$ cat config.mk
export PLATFORM = sky130hd
export DESIGN_NAME = term_writer
export DESIGN_NICKNAME = d
export VERILOG_FILES = /design/src/rtl/term_pkg.sv /design/src/rtl/term_wbm.sv /design/src/rtl/term_writer.sv
export SDC_FILE = /design/constraint.sdc
export NUM_CORES = 1
export LEC_CHECK = 0
export BUFFER_PORTS_ARGS = -buffer_cell sky130_fd_sc_hd__buf_2
export CORE_MARGIN = 3
export CORE_UTILIZATION = 35
export CTS_CLUSTER_DIAMETER = 200
export DETAILED_ROUTE_END_ITERATION = 10
export GPL_TIMING_DRIVEN = 0
export PLACE_DENSITY_LB_ADDON = 0.1
export SKIP_LAST_GASP = 1
export SLEW_MARGIN = 20
export SYNTH_ARGS = -nofsm -noshare
export SYNTH_HDL_FRONTEND = slang
export SYNTH_SLANG_ARGS = --single-unit
$ cat constraint.sdc
create_clock -name wb_clk_i -period 2.5 [get_ports wb_clk_i]
set_input_delay 0.25 -clock wb_clk_i [delete_from_list [all_inputs] [get_ports wb_clk_i]]
set_output_delay 0.25 -clock wb_clk_i [all_outputs]
set_load 0.02 [all_outputs]
$ cat src/rtl/term_pkg.sv
// Shared state encoding, screen geometry and control codes for term_writer.
// The escape states and escape letters exist only when TERM_ESC_EN is defined.
package term_pkg;

  localparam int          COLS     = 80;
  localparam int          LAST_ROW = 24;
  localparam logic [15:0] BLANK    = 16'h2020;
  localparam logic [10:0] END_OFF  = 11'd2000;
  localparam logic [10:0] LAST_OFF = 11'(LAST_ROW * COLS);

  localparam logic [7:0] C_BS = 8'h08;
  localparam logic [7:0] C_LF = 8'h0A;
  localparam logic [7:0] C_FF = 8'h0C;
  localparam logic [7:0] C_CR = 8'h0D;
`ifdef TERM_ESC_EN
  localparam logic [7:0] C_ESC = 8'h1B;
  localparam logic [7:0] C_Y   = 8'h59;
  localparam logic [7:0] C_H   = 8'h48;
  localparam logic [7:0] C_J   = 8'h4A;
`endif

  typedef enum logic [2:0] {
    IDLE, PUTC, SCR_RD, SCR_WR, CLR
`ifdef TERM_ESC_EN
    , ESC, ESC_ROW, ESC_COL
`endif
  } state_t;

  function automatic logic [1:0] byte_sel(input logic odd);
    return odd ? 2'b10 : 2'b01;
  endfunction

  function automatic logic [10:0] offset_of(input logic [4:0] row, input logic [6:0] col);
    return 11'(row) * 11'(COLS) + 11'(col);
  endfunction

endpackage

$ cat src/rtl/term_wbm.sv
// Single-transfer Wishbone master: launches on i_req while idle, holds cyc/stb
// until ack, reports completion combinationally on the ack cycle.
module term_wbm
  import term_pkg::*;
(
  input  logic        i_clk,
  input  logic        i_rst_n,
  input  logic        i_req,
  input  logic        i_we,
  input  logic [15:0] i_adr,
  input  logic [15:0] i_dat,
  input  logic [1:0]  i_sel,
  output logic        o_done,
  output logic [15:0] o_rdata,
  output logic [15:0] o_wb_adr,
  output logic [15:0] o_wb_dat,
  input  logic [15:0] i_wb_dat,
  output logic        o_wb_cyc,
  output logic        o_wb_stb,
  output logic        o_wb_we,
  output logic [1:0]  o_wb_sel,
  input  logic        i_wb_ack
);

  logic        r_cyc;
  logic        r_we;
  logic [15:0] r_adr;
  logic [15:0] r_dat;
  logic [1:0]  r_sel;
  logic [15:0] r_rdata;

  // A request is only taken while cyc is low, which forces the idle cycle
  // between back-to-back transfers.
  always_ff @(posedge i_clk or negedge i_rst_n) begin
    if (!i_rst_n) begin
      r_cyc   <= 1'b0;
      r_we    <= 1'b0;
      r_adr   <= '0;
      r_dat   <= '0;
      r_sel   <= '0;
      r_rdata <= '0;
    end else if (!r_cyc) begin
      if (i_req) begin
        r_cyc <= 1'b1;
        r_we  <= i_we;
        r_adr <= i_adr;
        r_dat <= i_dat;
        r_sel <= i_sel;
      end
    end else if (i_wb_ack) begin
      r_cyc   <= 1'b0;
      r_rdata <= i_wb_dat;
    end
  end

  assign o_done   = r_cyc & i_wb_ack;
  assign o_rdata  = r_rdata;
  assign o_wb_adr = r_adr;
  assign o_wb_dat = r_dat;
  assign o_wb_cyc = r_cyc;
  assign o_wb_stb = r_cyc;
  assign o_wb_we  = r_we;
  assign o_wb_sel = r_sel;

endmodule

$ cat src/rtl/term_writer.sv
// Character-stream terminal writer into an 80x25 text RAM over Wishbone.
// Define TERM_ESC_EN to enable ESC Y/H/J cursor and clear sequences.
module term_writer
  import term_pkg::*;
#(
  parameter logic [15:0] VBASE     = 16'o0,
  parameter int          FIRST_ROW = 1
) (
  input  logic        wb_clk_i,
  input  logic        wb_rst_n_i,
  input  logic [7:0]  char_i,
  input  logic        char_valid_i,
  output logic        char_ready_o,
  output logic [15:0] wbm_adr_o,
  output logic [15:0] wbm_dat_o,
  input  logic [15:0] wbm_dat_i,
  output logic        wbm_cyc_o,
  output logic        wbm_stb_o,
  output logic        wbm_we_o,
  output logic [1:0]  wbm_sel_o,
  input  logic        wbm_ack_i,
  output logic [12:0] cursor_o,
  output logic        cursor_on_o,
  output logic        busy_o
);

  localparam int          COPY_WORDS = (LAST_ROW - FIRST_ROW) * 40;
  localparam logic [9:0]  COPY_LAST  = 10'(COPY_WORDS - 1);
  localparam logic [10:0] TOP_OFF    = 11'(FIRST_ROW * COLS);
  localparam logic [10:0] SRC_OFF    = 11'((FIRST_ROW + 1) * COLS);
  localparam logic [4:0]  ROW0       = 5'(FIRST_ROW);
  localparam logic [4:0]  ROWN       = 5'(LAST_ROW);

  state_t      r_state;
  logic [4:0]  r_row;
  logic [6:0]  r_col;
  logic [9:0]  r_cnt;
  logic [10:0] r_off;
  logic [10:0] r_end;
  logic        r_clr_byte;
  logic        r_clr_home;
  logic        r_alive;
`ifdef TERM_ESC_EN
  logic [4:0]  r_esc_row;
`endif

  logic        w_rdy_state;
  logic        w_accept;
  logic        w_glyph;
  logic        w_scroll_go;
  logic [10:0] w_cur_off;
  logic [10:0] w_clr_next;
  logic        w_req;
  logic        w_we;
  logic [10:0] w_off;
  logic [15:0] w_dat;
  logic [1:0]  w_sel;
  logic        w_done;
  logic [15:0] w_rdata;

`ifdef TERM_ESC_EN
  function automatic logic [4:0] clamp_row(input logic [7:0] c);
    if (c < 8'(32 + FIRST_ROW)) return ROW0;
    else if (c > 8'(32 + LAST_ROW)) return ROWN;
    else return 5'(c - 8'd32);
  endfunction

  function automatic logic [6:0] clamp_col(input logic [7:0] c);
    if (c < 8'd32) return 7'd0;
    else if (c > 8'd111) return 7'd79;
    else return 7'(c - 8'd32);
  endfunction

  assign w_rdy_state = (r_state == IDLE) || (r_state == ESC) ||
                       (r_state == ESC_ROW) || (r_state == ESC_COL);
`else
  assign w_rdy_state = (r_state == IDLE);
`endif

  // Ready is held low until the first clock after reset release.
  assign char_ready_o = r_alive & w_rdy_state;
  assign w_accept     = char_valid_i & char_ready_o;
  assign busy_o       = ~w_rdy_state;
  assign cursor_on_o  = ~((r_state == SCR_RD) || (r_state == SCR_WR) || (r_state == CLR));
  assign w_cur_off    = offset_of(r_row, r_col);
  assign cursor_o     = {2'b00, w_cur_off};
  assign w_clr_next   = r_off + (r_clr_byte ? 11'd1 : 11'd2);

  always_comb begin
    w_glyph = !(char_i == C_BS || char_i == C_LF || char_i == C_FF || char_i == C_CR);
`ifdef TERM_ESC_EN
    if (char_i == C_ESC) w_glyph = 1'b0;
`endif
  end

  assign w_scroll_go = (r_row == ROWN) &&
                       ((r_state == IDLE && w_accept && char_i == C_LF) ||
                        (r_state == PUTC && w_done && r_col == 7'd79));

  always_comb begin
    w_req = 1'b0;
    w_we  = 1'b1;
    w_off = w_cur_off;
    w_dat = {char_i, char_i};
    w_sel = byte_sel(w_cur_off[0]);
    case (r_state)
      IDLE:   w_req = w_accept & w_glyph;
      SCR_RD: begin
        w_req = 1'b1;
        w_we  = 1'b0;
        w_off = SRC_OFF + {r_cnt, 1'b0};
        w_sel = 2'b11;
      end
      SCR_WR: begin
        w_req = 1'b1;
        w_off = TOP_OFF + {r_cnt, 1'b0};
        w_dat = w_rdata;
        w_sel = 2'b11;
      end
      CLR: begin
        w_req = 1'b1;
        w_off = r_off;
        w_dat = BLANK;
        w_sel = r_clr_byte ? byte_sel(r_off[0]) : 2'b11;
      end
      default: ;
    endcase
  end

  always_ff @(posedge wb_clk_i or negedge wb_rst_n_i) begin
    if (!wb_rst_n_i) begin
      r_state    <= IDLE;
      r_row      <= ROW0;
      r_col      <= '0;
      r_cnt      <= '0;
      r_off      <= '0;
      r_end      <= '0;
      r_clr_byte <= 1'b0;
      r_clr_home <= 1'b0;
      r_alive    <= 1'b0;
`ifdef TERM_ESC_EN
      r_esc_row  <= ROW0;
`endif
    end else begin
      r_alive <= 1'b1;
      case (r_state)
        IDLE: if (w_accept) begin
          if (char_i == C_CR) r_col <= '0;
          else if (char_i == C_BS) begin
            if (r_col != 7'd0) r_col <= r_col - 7'd1;
          end else if (char_i == C_LF) begin
            if (r_row != ROWN) r_row <= r_row + 5'd1;
          end else if (char_i == C_FF) begin
            r_off      <= TOP_OFF;
            r_end      <= END_OFF;
            r_clr_byte <= 1'b0;
            r_clr_home <= 1'b1;
            r_state    <= CLR;
          end
`ifdef TERM_ESC_EN
          else if (char_i == C_ESC) r_state <= ESC;
`endif
          else r_state <= PUTC;
        end
        PUTC: if (w_done) begin
          r_state <= IDLE;
          if (r_col == 7'd79) begin
            r_col <= '0;
            if (r_row != ROWN) r_row <= r_row + 5'd1;
          end else begin
            r_col <= r_col + 7'd1;
          end
        end
        SCR_RD: if (w_done) r_state <= SCR_WR;
        SCR_WR: if (w_done) begin
          if (r_cnt == COPY_LAST) begin
            r_off      <= LAST_OFF;
            r_end      <= END_OFF;
            r_clr_byte <= 1'b0;
            r_clr_home <= 1'b0;
            r_state    <= CLR;
          end else begin
            r_cnt   <= r_cnt + 10'd1;
            r_state <= SCR_RD;
          end
        end
        CLR: if (w_done) begin
          if (w_clr_next >= r_end) begin
            r_state <= IDLE;
            if (r_clr_home) begin
              r_row <= ROW0;
              r_col <= '0;
            end
          end else begin
            r_off <= w_clr_next;
          end
        end
`ifdef TERM_ESC_EN
        ESC: if (w_accept) begin
          if (char_i == C_Y) r_state <= ESC_ROW;
          else if (char_i == C_H) begin
            r_row   <= ROW0;
            r_col   <= '0;
            r_state <= IDLE;
          end else if (char_i == C_J) begin
            r_off      <= w_cur_off;
            r_end      <= END_OFF;
            r_clr_byte <= 1'b1;
            r_clr_home <= 1'b0;
            r_state    <= CLR;
          end else r_state <= IDLE;
        end
        ESC_ROW: if (w_accept) begin
          r_esc_row <= clamp_row(char_i);
          r_state   <= ESC_COL;
        end
        ESC_COL: if (w_accept) begin
          r_row   <= r_esc_row;
          r_col   <= clamp_col(char_i);
          r_state <= IDLE;
        end
`endif
        default: r_state <= IDLE;
      endcase
      // Line feed at the bottom row, from either a LF or a wrapping glyph.
      if (w_scroll_go) begin
        if (COPY_WORDS != 0) begin
          r_cnt   <= '0;
          r_state <= SCR_RD;
        end else begin
          r_off      <= LAST_OFF;
          r_end      <= END_OFF;
          r_clr_byte <= 1'b0;
          r_clr_home <= 1'b0;
          r_state    <= CLR;
        end
      end
    end
  end

  term_wbm u_wbm (
    .i_clk    (wb_clk_i),
    .i_rst_n  (wb_rst_n_i),
    .i_req    (w_req),
    .i_we     (w_we),
    .i_adr    (VBASE + {5'b00000, w_off}),
    .i_dat    (w_dat),
    .i_sel    (w_sel),
    .o_done   (w_done),
    .o_rdata  (w_rdata),
    .o_wb_adr (wbm_adr_o),
    .o_wb_dat (wbm_dat_o),
    .i_wb_dat (wbm_dat_i),
    .o_wb_cyc (wbm_cyc_o),
    .o_wb_stb (wbm_stb_o),
    .o_wb_we  (wbm_we_o),
    .o_wb_sel (wbm_sel_o),
    .i_wb_ack (wbm_ack_i)
  );

endmodule

# Yosys cells after proc, flatten, opt, wreduce, memory -nomap -nowiden

Cells that the tools add are included.

Add/sub/neg operators: 8
Multipliers: 1
$lt $le $gt $ge: 1
Equal/unequal tests: 38
Muxes and demuxes: 82
Bitwise operators: 7
Reduce and logical (&&, ||, !) cells: 29

Operator list:

| kind                                                             | count |
|---|---|
| 11-bit two-way mux                                               | 16 |
| 11-bit one-hot mux with 3 select lines                           | 2 |
| 7-bit two-way mux                                                | 9 |
| 5-bit two-way mux                                                | 10 |
| 10-bit two-way mux                                               | 4 |
| 3-bit two-way mux                                                | 12 |
| 8-bit by 4-bit == test with 1-bit output (second input constant) | 4 |
| 16-bit one-hot mux with 2 select lines                           | 1 |
| 11-bit one-hot mux with 2 select lines                           | 1 |
| 3-bit != test (second input constant)                            | 7 |
| 7-bit one-hot mux with 3 select lines                            | 1 |
| 10-bit AND reduction                                             | 2 |
| 2-bit != test (second input constant)                            | 9 |
| 1-bit two-way mux                                                | 16 |
| 8-bit AND reduction                                              | 2 |
| 3-bit one-hot mux with 5 select lines                            | 1 |
| 5-bit one-hot mux with 3 select lines                            | 1 |
| 2-bit by 1-bit != test with 1-bit output (second input constant) | 6 |
| 11-bit by 2-bit adder with 11-bit output                         | 1 |
| 11-bit by 7-bit adder with 11-bit output                         | 1 |
| 7-bit by 11-bit adder with 11-bit output (first input constant)  | 1 |
| 8-bit by 11-bit adder with 11-bit output (first input constant)  | 1 |
| 11-bit greater-or-equal comparator                               | 1 |
| 10-bit by 1-bit adder with 10-bit output (second input constant) | 1 |
| 30 further kinds                                                 | 56 |

Register bits: 97
Input bits: 28
Output and inout bits: 53
Logic and storage cells: 181

# Depth between registers and ports, before layout

Gate-level depths: netlist of the first run.

Word-level depth: 9
Depth in mapped cells: 12

# Modules after synthesis

From an unflattened synthesis of the first run, not the netlist that was laid out.

Cell total of the unflattened synthesis: 584
Area, all modules: 5934.4 sq um

Modules (own cells, without submodules):

| module      | times used | cells each | area an instance (sq um) | sequential area each (sq um) |
|---|---|---|---|---|
| term_writer | 1          | 471        | 3847.4                   | 952.2 |
| term_wbm    | 1          | 113        | 2087.0                   | 1301.2 |

# Worst setup path after synthesis of the first run

No wires, ideal clock.

Path kind: reg2reg
From: reg r_off[3]
To: reg r_off[4]
Setup time: 125 ps
Arrival: 2329 ps
Required time: 2375 ps
Path slack: 46 ps
Cell stages (with the launch flop): 12
Path buffers: 1
Clock period less this slack: 2454 ps
Path through: dfrtp_1 -> and3_1 -> nand3_1 -> xnor2_1 -> ha_1 -> nand4b_1 -> nor3_1 -> a221o_1 -> a21oi_1 -> o21a_1 -> buf_4 -> mux2_2

Cells in the longest elaborated chain, start to end: 4
Elaborated cells on any way between the ends: 7
Those cells by class: add/sub: 1; order compare: 1; eq/ne: 1; mux: 3; reduce/logical: 1

Ends and longest elaborated chain:

| what                                                                                            | RTL line           | RTL |
|---|---|---|
| from (decl)                                                                                     | term_writer.sv:38  | `logic [10:0] r_off;` |
| from (signal assigned)                                                                          | term_writer.sv:195 | `r_off <= w_clr_next;` |
| 11-bit by 2-bit adder with 11-bit output *                                                      | term_writer.sv:87  | `assign w_clr_next = r_off + (r_clr_byte ? 11'd1 : 11'd2);` |
| 11-bit greater-or-equal comparator or 11-bit two-way mux (tied branches)                        | term_writer.sv:188 | `if (w_clr_next >= r_end) begin` |
| 2-bit != test (no source line) or 11-bit two-way mux (tied branches)                            | -                  |  |
| 10-bit AND reduction (no source line) or 11-bit one-hot mux with 3 select lines (tied branches) | -                  |  |

Every way passes the cells marked *; elsewhere a longest branch is shown, timed or not. The select of a mux whose other input is x is not followed.
A chain may end at the register's enable or synchronous reset.

# Worst setup path in the final report of the first run

From: reg r_row[0]
To: out cursor_o[10]

Cells in the longest elaborated chain, start to end: 2

Ends and longest elaborated chain:

| what                                        | RTL line           | RTL |
|---|---|---|
| from (decl)                                 | term_writer.sv:35  | `logic [4:0] r_row;` |
| from (signal assigned)                      | term_writer.sv:152 | `if (r_row != ROWN) r_row <= r_row + 5'd1;` |
| from (signal assigned)                      | term_writer.sv:169 | `if (r_row != ROWN) r_row <= r_row + 5'd1;` |
| 5-bit by 3-bit multiplier with 7-bit output | term_pkg.sv:34     | `return 11'(row) * 11'(COLS) + 11'(col);` |
| 11-bit by 7-bit adder with 11-bit output    | term_pkg.sv:34     |  |
| to (decl)                                   | term_writer.sv:22  | `output logic [12:0] cursor_o,` |

No other way between the ends.

==> flow_summary.json, run 1 <==
{
  "crit_family": "adder cells",
  "synth_top_area_share_pct": 39.1,
  "final_hold_viol_count": 0,
  "cp_slowest_stage_delay_ps": 640,
  "slew_headroom_pct": 47.8,
  "dieArea_um2": 16900,
  "h-tree-depth": 3,
  "most-common-layout-cells": "dfrtp_1, buf_2, nand2_1",
  "final_cells": 890,
  "gr-total-overflow": 0,
  "clk_pin_slew_ps": 70,
  "skew_ps": 7.81,
  "n_fill_cell": 1431,
  "drv_slew": 0,
  "post_drt_wl_per_cell_um": 18.8,
  "clk_latency_ps": 350,
  "seq_area_frac_synth_pct": 39.6,
  "combPwrFrac_pct": 41.2,
  "pin_count": 81,
  "area_delta_synth_final_pct": 27.1,
  "cap_viol_max_count": 0,
  "power_leakage_nw": 3.10,
  "row_count": 44,
  "path_common_cell": "ha_4",
  "path_max_fanout": 6,
  "grt_pass1_wl_mm": 26.1,
  "pwr-share-clk_pct": 22.5,
  "min_period_ps": 2540,
  "final_nets": 757,
  "p_int_mw": 3.58,
  "dp.cells": 848,
  "routed_via_density": 5.43,
  "die_h_um": 130,
  "start_util_pct": 36.4,
  "yosys_warnings": 0,
  "layout_commonest_cell": "dfrtp_1",
  "synth_async_sr_flop_share_pct": 100,
  "ir_drop_mv": 0.559,
  "grt.total_usage_pct": 20.0,
  "critPathKind": "flop to output pin",
  "ys_ff_latch": 85,
  "dr.pass1.iters": 5,
  "netSwitchingPower_mw": 2.37,
  "tightest_slew_ps": 781,
  "antenna_found_initial": 0,
  "post-dp-hpwl_mm": 12.0,
  "io_buffer_count": 71,
  "path_buf_inv": 1,
  "sw_frac_of_total_pct": 39.9,
  "cts_buffers": 9,
  "powerDensity_nw_per_um2": 872,
  "cp-end-kind": "output pin",
  "ys_types": 72,
  "first_global_vias": 4667,
  "netlist_area_um2": 5370,
  "ys.flop_type": "dfrtp_1",
  "core_um2": 14800,
  "cp.arrival_ps": 2290,
  "gp_congestion": 0.916,
  "failed_checks": "negative setup slack",
  "num_vias": 4836,
  "netlist_instances": 586,
  "cpMaxStageDelayCell": "dfstp_2",
  "synth_edf_count": 0,
  "cp-start-kind": "flop",
  "drive_gt1_share_pct": 31.6,
  "p_seq_share_pct": 36.3,
  "cts.sinks": 85,
  "synthTopCellsByArea": "dfrtp_1, ha_1, nand2_1, mux2_2, o21ai_0",
  "drcViolationCount": 0,
  "required_ps": 2250,
  "tritoncts": "yes",
  "rsz0062_at_grt": "true",
  "yosys.area.top_type": "dfrtp_1",
  "drt-initial-drc-count": 355,
  "syn_avg_cell_area_um2": 9.16,
  "n_antenna_cell": 0,
  "status": "complete, but fails checks",
  "ctsRootBufferMaster": "clkbuf_16",
  "dp_slack_ps": -368,
  "grt_start_max_net_pins": 67,
  "fin_setup_tns_ps": -115,
  "hp-class": "input pin to flop",
  "fmax_mhz": 394,
  "drt_wl_total_mm": 16.7,
  "drtAntennaViolNets": 0,
  "crit_chain": "ha_4 > ha_4 > fa_2 > o2111ai_2 > xor3_2 > buf_6",
  "clock_path_buffers": 2,
  "finalCritPeriodShare_pct": 102,
  "setup_viol": 4,
  "fin_ws_ps": -40.0,
  "fp.dieW_um": 130
}
cells by family (layout without fill, tap and decap cells):
| kind of cell | Yosys count | after routing | share of synthesized area, % |
|---|---|---|---|
| AOI/OAI and AO/OA | 157 | 157 | 19.2 |
| buffers and inverters | 76 | 190 | 6.87 |
| xor gates and xnor gates | 27 | 27 | 4.68 |
| DFF | 85 | 85 | 39.6 |
| muxes | 33 | 33 | 6.64 |
| and+or+nand+nor | 179 | 179 | 16.2 |
| other | 2 | 8 | 0.140 |
| adders and majority gates | 27 | 27 | 6.57 |
registers in the layout, indices dropped and copies added (netlist names):
| name | flops |
|---|---|
| r_col | 7 |
| r_row | 5 |
| u_wbm.o_wb_dat | 16 |
| u_wbm.o_wb_adr | 11 |
| u_wbm.o_wb_cyc | 1 |
| r_clr_home | 1 |
| u_wbm.o_rdata | 16 |
| r_off | 10 |
| u_wbm.o_wb_we | 1 |
| r_end | 1 |
| r_alive | 1 |
| r_cnt | 10 |
| r_state | 3 |
| u_wbm.o_wb_sel | 2 |
metal layers:
layer  vias up  share of wire, %  global-route usage (%)
met5         -                 0                       0
met4         0               2.1                    6.11
met3        20               4.4                    4.05
met2       127                48                    31.2
met1      2380                46                    28.0
li1       2309                 -                       -
layout make-up:
cell class              count  area, um2  share of cell area [%]
clock inverters             6       62.6                   0.916
flip-flops and latches     85       2140                    31.3
well taps                 184        230                    3.37
multi-input cells         431       3160                    46.3
clock buffers               9        225                    3.30
repair buffers            100        641                    9.38
plain buffers              47        263                    3.85
inverters                  28        109                    1.59
power groups by stage:
stage	Clock [mW]	Combinational (mW)	Sequential, mW
2_1_floorplan	0	1.33	2.36
3_3_place_gp	0	2.26	2.16
3_5_place_dp	0	2.30	2.18
4_1_cts	1.38	2.39	2.15
5_1_grt	1.44	2.70	2.22
6_report	1.34	2.45	2.16
Yosys cell counts (all sizes together) (6+ instances only):
cell	instances
and3	9
a211oi	7
ha	25
buf	29
o211ai	8
clkbuf	19
nand3	16
a221oi	6
a22oi	17
nor4	6
mux2i	12
nand4	6
nor2	43
xor2	11
o21ai	47
xnor2	15
mux2	21
nand2	65
dfrtp	84
a21oi	27
a31oi	9
nor3	6
inv	27
metrics by stage:
stage	power (mW)	util, %	hold slack (ps)	instance area, um2
after floorplan	3.68	-	-45.6	5390
after global placement	4.43	40.5	455	5980
after detailed placement	4.47	40.7	108	6010
after CTS	5.92	45.3	102	6690
after global routing	6.36	46.3	113	6830
final	5.95	46.3	102	6830
worst paths after layout:
check	start	endpoint	slack (ps)	cells past startpoint
max reg2reg	r_off[1]	r_off[4]	-20	12
max	r_row[0]	cursor_o[10]	-40	6
min in group asynchronous	wb_rst_n_i	u_wbm.o_wb_adr[6]	300	2
min reg2reg	u_wbm.o_wb_adr[7]	u_wbm.o_wb_adr[7]	480	2
min	wbm_ack_i	u_wbm.o_wb_cyc	100	2
max in group asynchronous	wb_rst_n_i	r_alive	1590	3
repair_timing:
item,4_1_cts,5_1_grt
pin swaps,16,18
gates cloned,0,0
hold buffers,1,0
buffers inserted,23,5
hold endpoints to repair,19,0
endpoints found under the setup margin,35,34
resized for setup,44,24
(Power assumes the default switching activity.)
==> inputs of run 2 (changes only) <==
--- a/config.mk
+++ b/config.mk
@@ -7,10 +7,11 @@
 export LEC_CHECK = 0
 export BUFFER_PORTS_ARGS = -buffer_cell sky130_fd_sc_hd__buf_2
 export CORE_MARGIN = 3
-export CORE_UTILIZATION = 35
+export CORE_UTILIZATION = 45
 export CTS_CLUSTER_DIAMETER = 200
 export DETAILED_ROUTE_END_ITERATION = 10
 export GPL_TIMING_DRIVEN = 0
+export MAX_ROUTING_LAYER = met4
 export PLACE_DENSITY_LB_ADDON = 0.1
 export SKIP_LAST_GASP = 1
 export SLEW_MARGIN = 20
==> flow_summary.json, run 2 (synthesized netlist as in run 1, its figures left out) <==
{
  "status": "complete, but fails checks",
  "failed_checks": "negative setup slack",
  "first_global_vias": 4635,
  "netSwitchingPower_mw": 2.41,
  "layout_commonest_cell": "buf_2",
  "drv_slew": 0,
  "r2r_cells": 10,
  "dieArea_um2": 13300,
  "tightest_slew_ps": 851,
  "core_um2": 11600,
  "crit_chain": "ha_4 > ha_4 > fa_2 > buf_6 > nand2_4 > nor2_4 > xor2_2 > buf_6",
  "post_drt_wl_per_cell_um": 18.5,
  "routed_via_density": 5.73,
  "dp.cells": 807,
  "antenna_found_initial": 0,
  "clk_pin_slew_ps": 70,
  "drtAntennaViolNets": 0,
  "p_seq_share_pct": 36.3,
  "power_leakage_nw": 3.12,
  "min_period_ps": 2640,
  "drcViolationCount": 0,
  "ir_drop_mv": 0.581,
  "num_vias": 4874,
  "pin_count": 81,
  "drive_gt1_share_pct": 32.5,
  "rsz0062_at_grt": "true",
  "cp_slowest_stage_delay_ps": 570,
  "final_hold_viol_count": 0,
  "slew_headroom_pct": 43.2,
  "cts_buffers": 9,
  "area_delta_synth_final_pct": 27.5,
  "most-common-layout-cells": "buf_2, dfrtp_1, nand2_1",
  "drt-initial-drc-count": 250,
  "n_antenna_cell": 0,
  "die_h_um": 115,
  "ctsRootBufferMaster": "clkbuf_16",
  "worstHoldPathCells": 2,
  "tritoncts": "yes",
  "sw_frac_of_total_pct": 40.3,
  "cpMaxStageDelayCell": "fa_2",
  "cap_viol_max_count": 0,
  "gr-total-overflow": 0,
  "fmax_mhz": 379,
  "cp-start-kind": "flop",
  "combPwrFrac_pct": 42.1,
  "fin_ws_ps": -138,
  "critPathKind": "flop to output pin",
  "path_max_fanout": 2,
  "hp-class": "input pin to flop",
  "finalCritPeriodShare_pct": 106,
  "final_core_util_pct": 59.2,
  "drt_wl_total_mm": 15.7,
  "final_nets": 758,
  "pwr-share-clk_pct": 21.6,
  "setup_viol": 4,
  "h-tree-depth": 3,
  "cp.arrival_ps": 2390,
  "cp-end-kind": "output pin",
  "gp_congestion": 0.935,
  "powerDensity_nw_per_um2": 874,
  "row_count": 39,
  "grt_start_max_net_pins": 49,
  "clock_path_buffers": 2,
  "fp.dieW_um": 115,
  "grt.total_usage_pct": 24.4,
  "grt_pass1_wl_mm": 24.6,
  "dr.pass1.iters": 6,
  "final_cells": 851,
  "io_buffer_count": 71,
  "clk_latency_ps": 340,
  "p_int_mw": 3.57,
  "post-dp-hpwl_mm": 11.3,
  "required_ps": 2250,
  "start_util_pct": 46.4,
  "cts.sinks": 85,
  "skew_ps": 6.53
}
[run 2: final cells by class]
class	count	area, um2
buffer	46	251
fill	1034	4720
tap	143	179
multi-input combinational	431	3240
sequential	85	2140
clock inverter	6	46.3
clock buffer	10	239
inverter	28	105
timing repair buffer	102	651
[run 2: per-layer routing]
layer,global-route usage (%),share of wire (%),vias up
met5,-,0,-
met4,6.49,2.1,0
met3,4.53,4.2,25
met2,38.5,49,122
met1,32.5,45,2403
li1,-,-,2324
[run 2: power groups by stage]
stage	Clock (mW)	Combinational (mW)	Sequential, mW
6_report	1.29	2.52	2.18
4_1_cts	1.31	2.36	2.15
5_1_grt	1.37	2.78	2.24
3_3_place_gp	0	2.21	2.15
2_1_floorplan	0	1.33	2.36
3_5_place_dp	0	2.28	2.17
[run 2: metrics by stage]
step                      cell area (um2)  setup slack (ps)  setup TNS (ps)  total power [mW]  hold WS [ps]
after CTS                            6550              -237            -612              5.83           109
after detailed placement             5960              -385           -4970              4.45           272
after global routing                 6850              -194            -991              6.39           130
after global placement               5930              -299           -2860              4.37           454
after floorplan                      5390              46.2               0              3.68         -45.6
final                                6850              -138            -302              5.99           113
[run 2: path summary, 6_finish.rpt]
| kind | start | endpoint | slack, ps |
|---|---|---|---|
| max in group asynchronous | wb_rst_n_i | r_col[3] | 1430 |
| hold / removal | wbm_ack_i | u_wbm.o_wb_cyc | 110 |
| min in group asynchronous | wb_rst_n_i | u_wbm.o_wb_dat[6] | 440 |
| hold reg to reg | u_wbm.o_wb_dat[14] | u_wbm.o_wb_dat[14] | 480 |
| setup / recovery | r_row[3] | cursor_o[9] | -140 |
| setup reg to reg | r_row[3] | u_wbm.o_wb_adr[10] | -10 |
[run 2: worst max-delay path: cells and delay by family, from the launching register on]
kind          cells  cell delay (ps)
flops             1              430
xor+xnor          1              180
simple gates      2              170
buf+inv           2              260
fa+ha+maj         3             1000
[run 2: repair_timing]
item	in CTS	in global routing
pin swaps	18	22
setup endpoints to repair	29	33
buffers inserted	17	12
hold endpoints to repair	36	0
hold buffers	1	0
resized for setup	44	40
